--- src/rtl/sobel_pkg.sv ---
// Shared types for the Sobel window feeder: pixel width, pixel type, FSM states.
// Latency: declarations only, no logic.
// Backpressure: not applicable.
package sobel_pkg;

    localparam int PIX_W = 8;

    typedef logic [PIX_W-1:0] pixel_t;

    typedef enum logic [1:0] {
        ST_ACCEPT = 2'd0,
        ST_START  = 2'd1,
        ST_WAIT   = 2'd2
    } feeder_state_t;

endpackage

--- src/rtl/sobel_line_buffer.sv ---
// Two-row line buffer, COLS deep; lb1 holds row r-2 and lb0 holds row r-1 at each column.
// Latency: read is combinational on col; write lands on the rising edge when wr_en=1.
// Backpressure: none; the caller writes exactly once per accepted pixel.
// Ports: clk, wr_en, col (column index), wr_pixel (new pixel), top (lb1[col]), mid (lb0[col]).
module sobel_line_buffer #(
    parameter int COLS  = 3,
    parameter int PIX_W = 8,
    parameter int COL_W = $clog2(COLS)
) (
    input  logic             clk,
    input  logic             wr_en,
    input  logic [COL_W-1:0] col,
    input  logic [PIX_W-1:0] wr_pixel,
    output logic [PIX_W-1:0] top,
    output logic [PIX_W-1:0] mid
);
    import sobel_pkg::*;

    logic [PIX_W-1:0] lb0 [COLS];
    logic [PIX_W-1:0] lb1 [COLS];

    assign top = lb1[col];
    assign mid = lb0[col];

    // Plain storage without reset: every entry is rewritten before it is read in a frame.
    always_ff @(posedge clk) begin
        if (wr_en) begin
            lb1[col] <= lb0[col];
            lb0[col] <= wr_pixel;
        end
    end

endmodule

--- src/rtl/sobel_window_feeder.sv ---
// Raster pixel stream -> 3x3 neighbour window for the stochastic Sobel core, result forwarding.
// Latency: core_start 1 cycle after the window-completing pixel; out_valid 1 cycle after core_done.
// Backpressure: in_ready drops from window completion until the core result is taken; no output stall.
// Ports: clk/reset (async active-low), in_valid/in_ready/in_pixel stream, pixel_*_bin window,
//        core_start/core_done/core_z core handshake, out_valid/out_data/out_row/out_col/frame_done result.
module sobel_window_feeder #(
    parameter int ROWS  = 3,
    parameter int COLS  = 3,
    parameter int PIX_W = 8,
    parameter int ROW_W = $clog2(ROWS),
    parameter int COL_W = $clog2(COLS)
) (
    input  logic             clk,
    input  logic             reset,
    input  logic             in_valid,
    output logic             in_ready,
    input  logic [PIX_W-1:0] in_pixel,
    output logic [PIX_W-1:0] pixel_1_bin,
    output logic [PIX_W-1:0] pixel_2_bin,
    output logic [PIX_W-1:0] pixel_3_bin,
    output logic [PIX_W-1:0] pixel_4_bin,
    output logic [PIX_W-1:0] pixel_6_bin,
    output logic [PIX_W-1:0] pixel_7_bin,
    output logic [PIX_W-1:0] pixel_8_bin,
    output logic [PIX_W-1:0] pixel_9_bin,
    output logic             core_start,
    input  logic             core_done,
    input  logic [PIX_W-1:0] core_z,
    output logic             out_valid,
    output logic [PIX_W-1:0] out_data,
    output logic [ROW_W-1:0] out_row,
    output logic [COL_W-1:0] out_col,
    output logic             frame_done
);
    import sobel_pkg::*;

    feeder_state_t    state;
    feeder_state_t    state_next;
    logic [ROW_W-1:0] row;
    logic [COL_W-1:0] col;
    logic [ROW_W-1:0] edge_row;
    logic [COL_W-1:0] edge_col;
    logic             edge_last;
    logic [PIX_W-1:0] lb_top;
    logic [PIX_W-1:0] lb_mid;
    logic             accept;
    logic             col_last;
    logic             row_last;
    logic             window_full;

    // win[v][h]: v = 0 top / 1 middle / 2 bottom, h = 0 left / 1 centre / 2 right.
    logic [PIX_W-1:0] win [3][3];

    assign accept      = in_valid && (state == ST_ACCEPT);
    assign col_last    = (col == COL_W'(COLS - 1));
    assign row_last    = (row == ROW_W'(ROWS - 1));
    // Gating on col>=2 keeps a window from straddling the previous row's tail.
    assign window_full = (row >= ROW_W'(2)) && (col >= COL_W'(2));

    sobel_line_buffer #(
        .COLS  (COLS),
        .PIX_W (PIX_W),
        .COL_W (COL_W)
    ) u_line_buffer (
        .clk      (clk),
        .wr_en    (accept),
        .col      (col),
        .wr_pixel (in_pixel),
        .top      (lb_top),
        .mid      (lb_mid)
    );

    always_comb begin
        state_next = state;
        in_ready   = 1'b0;
        core_start = 1'b0;
        unique case (state)
            ST_ACCEPT: begin
                in_ready = 1'b1;
                if (accept && window_full) begin
                    state_next = ST_START;
                end
            end
            ST_START: begin
                core_start = 1'b1;
                state_next = ST_WAIT;
            end
            ST_WAIT: begin
                if (core_done) begin
                    state_next = ST_ACCEPT;
                end
            end
            default: state_next = ST_ACCEPT;
        endcase
    end

    always_ff @(posedge clk or negedge reset) begin
        if (!reset) begin
            state      <= ST_ACCEPT;
            row        <= '0;
            col        <= '0;
            edge_row   <= '0;
            edge_col   <= '0;
            edge_last  <= 1'b0;
            out_valid  <= 1'b0;
            out_data   <= '0;
            out_row    <= '0;
            out_col    <= '0;
            frame_done <= 1'b0;
            for (int v = 0; v < 3; v++) begin
                for (int h = 0; h < 3; h++) begin
                    win[v][h] <= '0;
                end
            end
        end else begin
            state      <= state_next;
            out_valid  <= 1'b0;
            frame_done <= 1'b0;
            if (accept) begin
                for (int v = 0; v < 3; v++) begin
                    win[v][0] <= win[v][1];
                    win[v][1] <= win[v][2];
                end
                win[0][2] <= lb_top;
                win[1][2] <= lb_mid;
                win[2][2] <= in_pixel;
                if (col_last) begin
                    col <= '0;
                    row <= row_last ? '0 : row + ROW_W'(1);
                end else begin
                    col <= col + COL_W'(1);
                end
                if (window_full) begin
                    edge_row  <= row - ROW_W'(2);
                    edge_col  <= col - COL_W'(2);
                    edge_last <= row_last && col_last;
                end
            end
            if ((state == ST_WAIT) && core_done) begin
                out_valid  <= 1'b1;
                out_data   <= core_z;
                out_row    <= edge_row;
                out_col    <= edge_col;
                frame_done <= edge_last;
            end
        end
    end

    assign pixel_1_bin = win[0][0];
    assign pixel_2_bin = win[0][1];
    assign pixel_3_bin = win[0][2];
    assign pixel_4_bin = win[1][0];
    assign pixel_6_bin = win[1][2];
    assign pixel_7_bin = win[2][0];
    assign pixel_8_bin = win[2][1];
    assign pixel_9_bin = win[2][2];

endmodule

--- config.mk ---
export PLATFORM = sky130hd
export DESIGN_NAME = sobel_window_feeder
export DESIGN_NICKNAME = d
export VERILOG_FILES = /design/src/rtl/sobel_pkg.sv /design/src/rtl/sobel_line_buffer.sv /design/src/rtl/sobel_window_feeder.sv
export SDC_FILE = /design/constraint.sdc
export NUM_CORES = 1
export LEC_CHECK = 0
export ABC_CLOCK_PERIOD_IN_PS = 2400
export CAP_MARGIN = 0
export CELL_PAD_IN_SITES_DETAIL_PLACEMENT = 0
export CELL_PAD_IN_SITES_GLOBAL_PLACEMENT = 1
export CORE_MARGIN = 8
export CORE_UTILIZATION = 38
export DETAILED_ROUTE_END_ITERATION = 8
export GPL_TIMING_DRIVEN = 1
export PLACE_DENSITY = 0.73
export SLEW_MARGIN = 20
export SYNTH_ARGS = -nofsm -noshare
export SYNTH_HDL_FRONTEND = slang
export SYNTH_SLANG_ARGS = --single-unit
--- constraint.sdc ---
create_clock -name clk -period 2.4 [get_ports clk]
set_clock_uncertainty 0.05 [all_clocks]
set_input_delay 0.36 -clock clk [delete_from_list [all_inputs] [get_ports clk]]
set_output_delay 0.36 -clock clk [all_outputs]
set_load 0.02 [all_outputs]
Word level (Yosys, flattened, before mapping) --
Memories as Yosys holds them, arrays and structs flattened. A register that Yosys moved wholly into a read port is not among the register bits. Index checks and enable logic that the tools add are counted.
Storage, ports and cells: memories 2, register bits after elaboration 89, logic and storage cells 54, RAM bits 48, output and inout bits 80, bits of input ports 20
Cells by class: multiplexer cells 11, reduce and logical (&&, ||, !) cells 10, add/sub/neg operators 4, magnitude comparators 2, eq/ne operators 6
Memory list:
- u_line_buffer.lb0 | words 3, width 8, read ports 1, clocked after Yosys merged registers in 0, wr ports 1, RTL line sobel_line_buffer.sv:19 | logic [PIX_W-1:0] lb0 [COLS];
- u_line_buffer.lb1 | words 3, width 8, read ports 1, clocked after Yosys merged registers in 1, wr ports 1, RTL line sobel_line_buffer.sv:20 | logic [PIX_W-1:0] lb1 [COLS];
Operators with widths (number):
- $mux 2 | 4
- $eq 2x2->1 const B | 3
- $mux 1 | 6
- $pmux 2 s3 | 1
- $reduce_and 2->1 | 3
- $logic_and 1x1->1 | 5
- $add 2x1->2 const B | 2
- $ge 2x2->1 const B | 2
- $sub 2x2->2 const B | 2
- $eq 2x1->1 const B | 1
- $logic_not 2->1 | 1
- $ne 2x1->1 const B | 1
- $ne 2x2->1 const B | 1
- $logic_not 1->1 | 1

Logic depth before layout (Yosys ltp) --
depth after elaboration 5, depth in mapped cells 5, gate-level depth less buffers 3

By module --
From an unflattened synthesis, not the netlist that was laid out.
Unflattened totals: cells, all modules 385, area total of the unflattened synthesis 5910.7 µm²
Modules (own cells, without submodules):
- sobel_window_feeder | area each 4092.7 µm², times used 1, cells an instance 279, seq. area each 2427.3 µm²
- sobel_line_buffer | area each 1818.0 µm², times used 1, cells an instance 106, seq. area each 1441.4 µm²

Worst setup path after synthesis --
OpenSTA, ideal clock, no wires.
kind reg2reg, start point register state[1], end point memory u_line_buffer.lb0[0][0] (enable), cell stages (with the launch flop) 4, buffers on the path 1, arrival time 2.141 ns, path slack -0.203 ns, period minus slack after synthesis 2.603 ns, setup time 0.412 ns, data required time 1.938 ns, cell sequence dfrtp_1 -> or3b_4 -> buf_6 -> nor3_1
Between the ends: longest elaborated chain between the ends 4
Ends and longest elaborated chain:
- start, declared | RTL line sobel_window_feeder.sv:37 | feeder_state_t state;
- start signal, assigned | RTL line sobel_window_feeder.sv:116 | state <= state_next;
- $logic_not 2->1 | RTL line sobel_window_feeder.sv:54 | assign accept = in_valid && (state == ST_ACCEPT);
- $logic_and 1x1->1 | RTL line sobel_window_feeder.sv:54
- $mux 1 | RTL line sobel_line_buffer.sv:27 | if (wr_en) begin
- $mux 1 (not written as such) | RTL line sobel_line_buffer.sv:29 | lb0[col] <= wr_pixel;
- end, declared | RTL line sobel_line_buffer.sv:19
Every way passes these cells.

Worst setup path in the final report --
start point register state[0], end point output port core_start
Between the ends: longest elaborated chain between the ends 2
Ends and longest elaborated chain:
- $eq 2x1->1 | RTL line sobel_window_feeder.sv:77 | unique case (state)
- $mux 1 | RTL line sobel_window_feeder.sv:77
- end, declared | RTL line sobel_window_feeder.sv:26 | output logic core_start,
Every way passes these cells.

==> results.ini <==
[grt]
grt_pass1_wl_um = 18600
grt_usage_pct = 11.7
grt_max_degree = 65
antenna_found_initial = 0
grt_overflow = 0
grt_pass1_vias = 3509

[drt]
vias = 3457
avgRoutedWirePerCell_um = 14.1
drt_first_pass_iters = 4
ant_nets = 0
drtIter0Drc = 196
vias_per_cell = 4.40
drc_errors = 0
finalWirelength_um = 11100

[floorplanning]
pin_count = 100
die_y_um = 141
rows = 45
core_region_area_sq_um = 15300
dieArea_sq_um = 19900
die_x_um = 141
initial_core_util_pct = 39.0

[cts]
clk_latency_ps = 410
path_clk_slew_ps = 50
cts_buffer_depth = 2
cts_root_buffer = clkbuf_16
post_cts_buffers = 0
htreeDepth = 4
post_cts_resize_count = 0
cts_buffers = 17
cts_sinks = 145
cts_hold_buf = 1
cts_tree = yes

[critical_path]
cp-end-kind = primary output
crit_fanout = 6
crit_buf_inv = 1
cp.required_ps = 1990
crit_type = flop to primary output
rr_endpoint = u_line_buffer.lb1[2][2]
r2r-start = state[1]
cp-start-kind = flop
arrival_ps = 1660
cp-endpoint = core_start
regToRegSetupSlack_ps = 610
cpMaxStageDelayCell = clkdlybuf4s50_1
critPathMaxStageDelay_ps = 640
startpoint = state[0]
crit_family = buffers and inverters
cp.depth = 2
path_cells = nor2b_1 > clkdlybuf4s50_1
reg2regPathDepth = 3

[logic_synthesis]
ys_top_cells_by_area = dfrtp_1, edfxtp_1, nand2_1, buf_4, mux2_2
synth_seq_cells = 145
yosysSeqAreaShare_pct = 65.1
synth-edff-count = 48
synth_top_area_cell = dfrtp_1
synth_top_family_by_area = simple AND/OR/NAND/NOR gates
synth_cells = 519
ys_warn_count = 0
synth_mux_area_share_pct = 6.08
synth_nets = 539
synth-simple-area-share_pct = 15.8
syn_area_per_cell_sq_um = 11.5
yosys.area_share.adder_pct = 0
ys.flop_type = dfrtp_1
synth_compound_area_share_pct = 2.95
synth_common_cells = nand2_1, dfrtp_1, buf_4, edfxtp_1, mux2_2
yosysMostFrequentCell = nand2_1
synthDistinctLibCells = 25
async_reset_ff_share_pct = 66.9
yosysTopAreaCellShare_pct = 40.8
syn_area_sq_um = 5940
synth_xor_area_share_pct = 0

[power]
power.share.switching_pct = 32.8
vdd_ir_drop_max_uv = 628
p_clk_share_pct = 26.6
internal_power_w = 0.00701
power_density_nw_per_um2 = 1420
p_switching_w = 0.00342
p_leak_nw = 3.24
pwr-share-seq_pct = 39.2
combPwrFrac_pct = 34.2

[sta]
max_slew_margin_pct = 57.1
tns_ps = 0
setup_viol = 0
rsz0062_at_grt = no
min_period_over_period_pct = 86.2
report.final.slew_viol_count = 0
hold_viol = 0
worst_slew_pin_slew_ps = 643
fin_crit_ps = 2070
max_freq_ghz = 0.484
setup_ws_ps = 332

[cells_and_area]
final_core_util_pct = 48.2
multi_input_area_sq_um = 1480
antenna_cells = 0
drive_above_1_share_pct = 12.5
final.fill_count = 1395
area_growth_pct = 23.7
fin_area_sq_um = 7350
regArea_sq_um = 3870
finalNetCount = 582

[place]
place_area_sq_um = 6710
portBuffers = 99
place_ws_ps = 220
place_congestion = 0.716
dp_hpwl_um = 7530

[worst_hold_path]
hold_class = flop to flop

[job]
max_cap_viol_count = 0

[status]
outcome = finished clean

[registers in the layout, summed over array words and instances, names as in the netlist, 2 cells and up]
register and flops:
col 2, edge_col 2, edge_row 2, out_col 2
out_data 8, out_row 2, pixel_1_bin 8, pixel_2_bin 8
pixel_3_bin 8, pixel_4_bin 8, pixel_6_bin 8, pixel_7_bin 8
pixel_8_bin 8, pixel_9_bin 8, row 2, state 2
u_line_buffer.lb0 24, u_line_buffer.lb1 24, win 8
[tightest hold or removal path: cells and delay by family, from the launching register on]
family	cells	cell delay, ps
flops	1	340
simple gates	2	100
[cell usage in the layout, fill, tap and decap left out]
| cell | count |
|---|---|
| o21ai_0 | 8 |
| o31ai_1 | 8 |
| a211oi_1 | 8 |
| nand2_1 | 184 |
| mux2_2 | 25 |
| bufinv_16 | 4 |
| clkdlybuf4s50_1 | 98 |
| inv_1 | 1 |
| clkbuf_16 | 18 |
| dfrtp_1 | 97 |
| nor3b_1 | 1 |
| clkinv_2 | 4 |
| mux2i_1 | 8 |
| clkbuf_1 | 3 |
| and2_1 | 1 |
| edfxtp_1 | 48 |
| clkinvlp_4 | 1 |
| nor3_2 | 1 |
| and3_1 | 1 |
| nor3b_2 | 2 |
| clkbuf_8 | 1 |
| or2_2 | 1 |
| buf_4 | 12 |
| nor2_1 | 12 |
| nand2b_1 | 1 |
| nor2b_1 | 20 |
| dlygate4sd3_1 | 1 |
| a21o_1 | 2 |
| buf_12 | 1 |
| nand3b_1 | 1 |
| inv_4 | 1 |
| or3b_4 | 1 |
[final cells by class]
class,count,share of cell area [%]
clock inverter,10,2.09
clock buffer,22,6.47
timing repair buffer,112,15.0
inverter,1,0.0511
tap,211,3.59
multi-input combinational,285,20.2
sequential,145,52.6
[metrics by stage]
step	power, W	hold WS, ps	std cells
6_report	0.0104	416	786
5_1_grt	0.0111	433	786
4_1_cts	0.0106	418	786
3_5_place_dp	0.00777	376	753
3_3_place_gp	0.00768	369	753
2_1_floorplan	0.00673	14.4	519
[cell families (layout without fill, tap and decap cells)]
logic type	after synthesis	in the layout
flops	145	145
buf+inv	89	145
simple gates	226	226
compound gates	26	26
mux	33	33
[power by group through the flow]
stage          logic, W  registers (W)  clock network, W
2_1_floorplan   0.00267        0.00406                 0
3_3_place_gp    0.00358        0.00411                 0
3_5_place_dp    0.00363        0.00414                 0
4_1_cts         0.00365        0.00410           0.00285
5_1_grt         0.00390        0.00421           0.00297
6_report        0.00356        0.00409           0.00277
[metal layers]
| metal | global-route usage, % | vias to the layer above | share of wire (%) |
|---|---|---|---|
| met3 | 5.74 | 6 | 7.9 |
| li1 | - | 1712 | - |
| met1 | 15.2 | 1652 | 48 |
| met5 | 0 | - | 0 |
| met2 | 16.7 | 87 | 43 |
| met4 | 4.07 | 0 | 0.80 |
[worst min-delay path by stage]
| stage | start | to | slack, ps | cells past startpoint |
|---|---|---|---|---|
| detailed placement | reset | pixel_1_bin[7] | 380 | 1 |
| CTS | win[33] | pixel_4_bin[1] | 420 | 2 |
| global placement | reset | pixel_1_bin[7] | 370 | 1 |
| finish | win[35] | pixel_4_bin[3] | 420 | 2 |
| floorplan | reset | col[0] | 10 | 0 |
| global route | win[39] | pixel_4_bin[7] | 430 | 2 |
(Power assumes the default switching activity.)
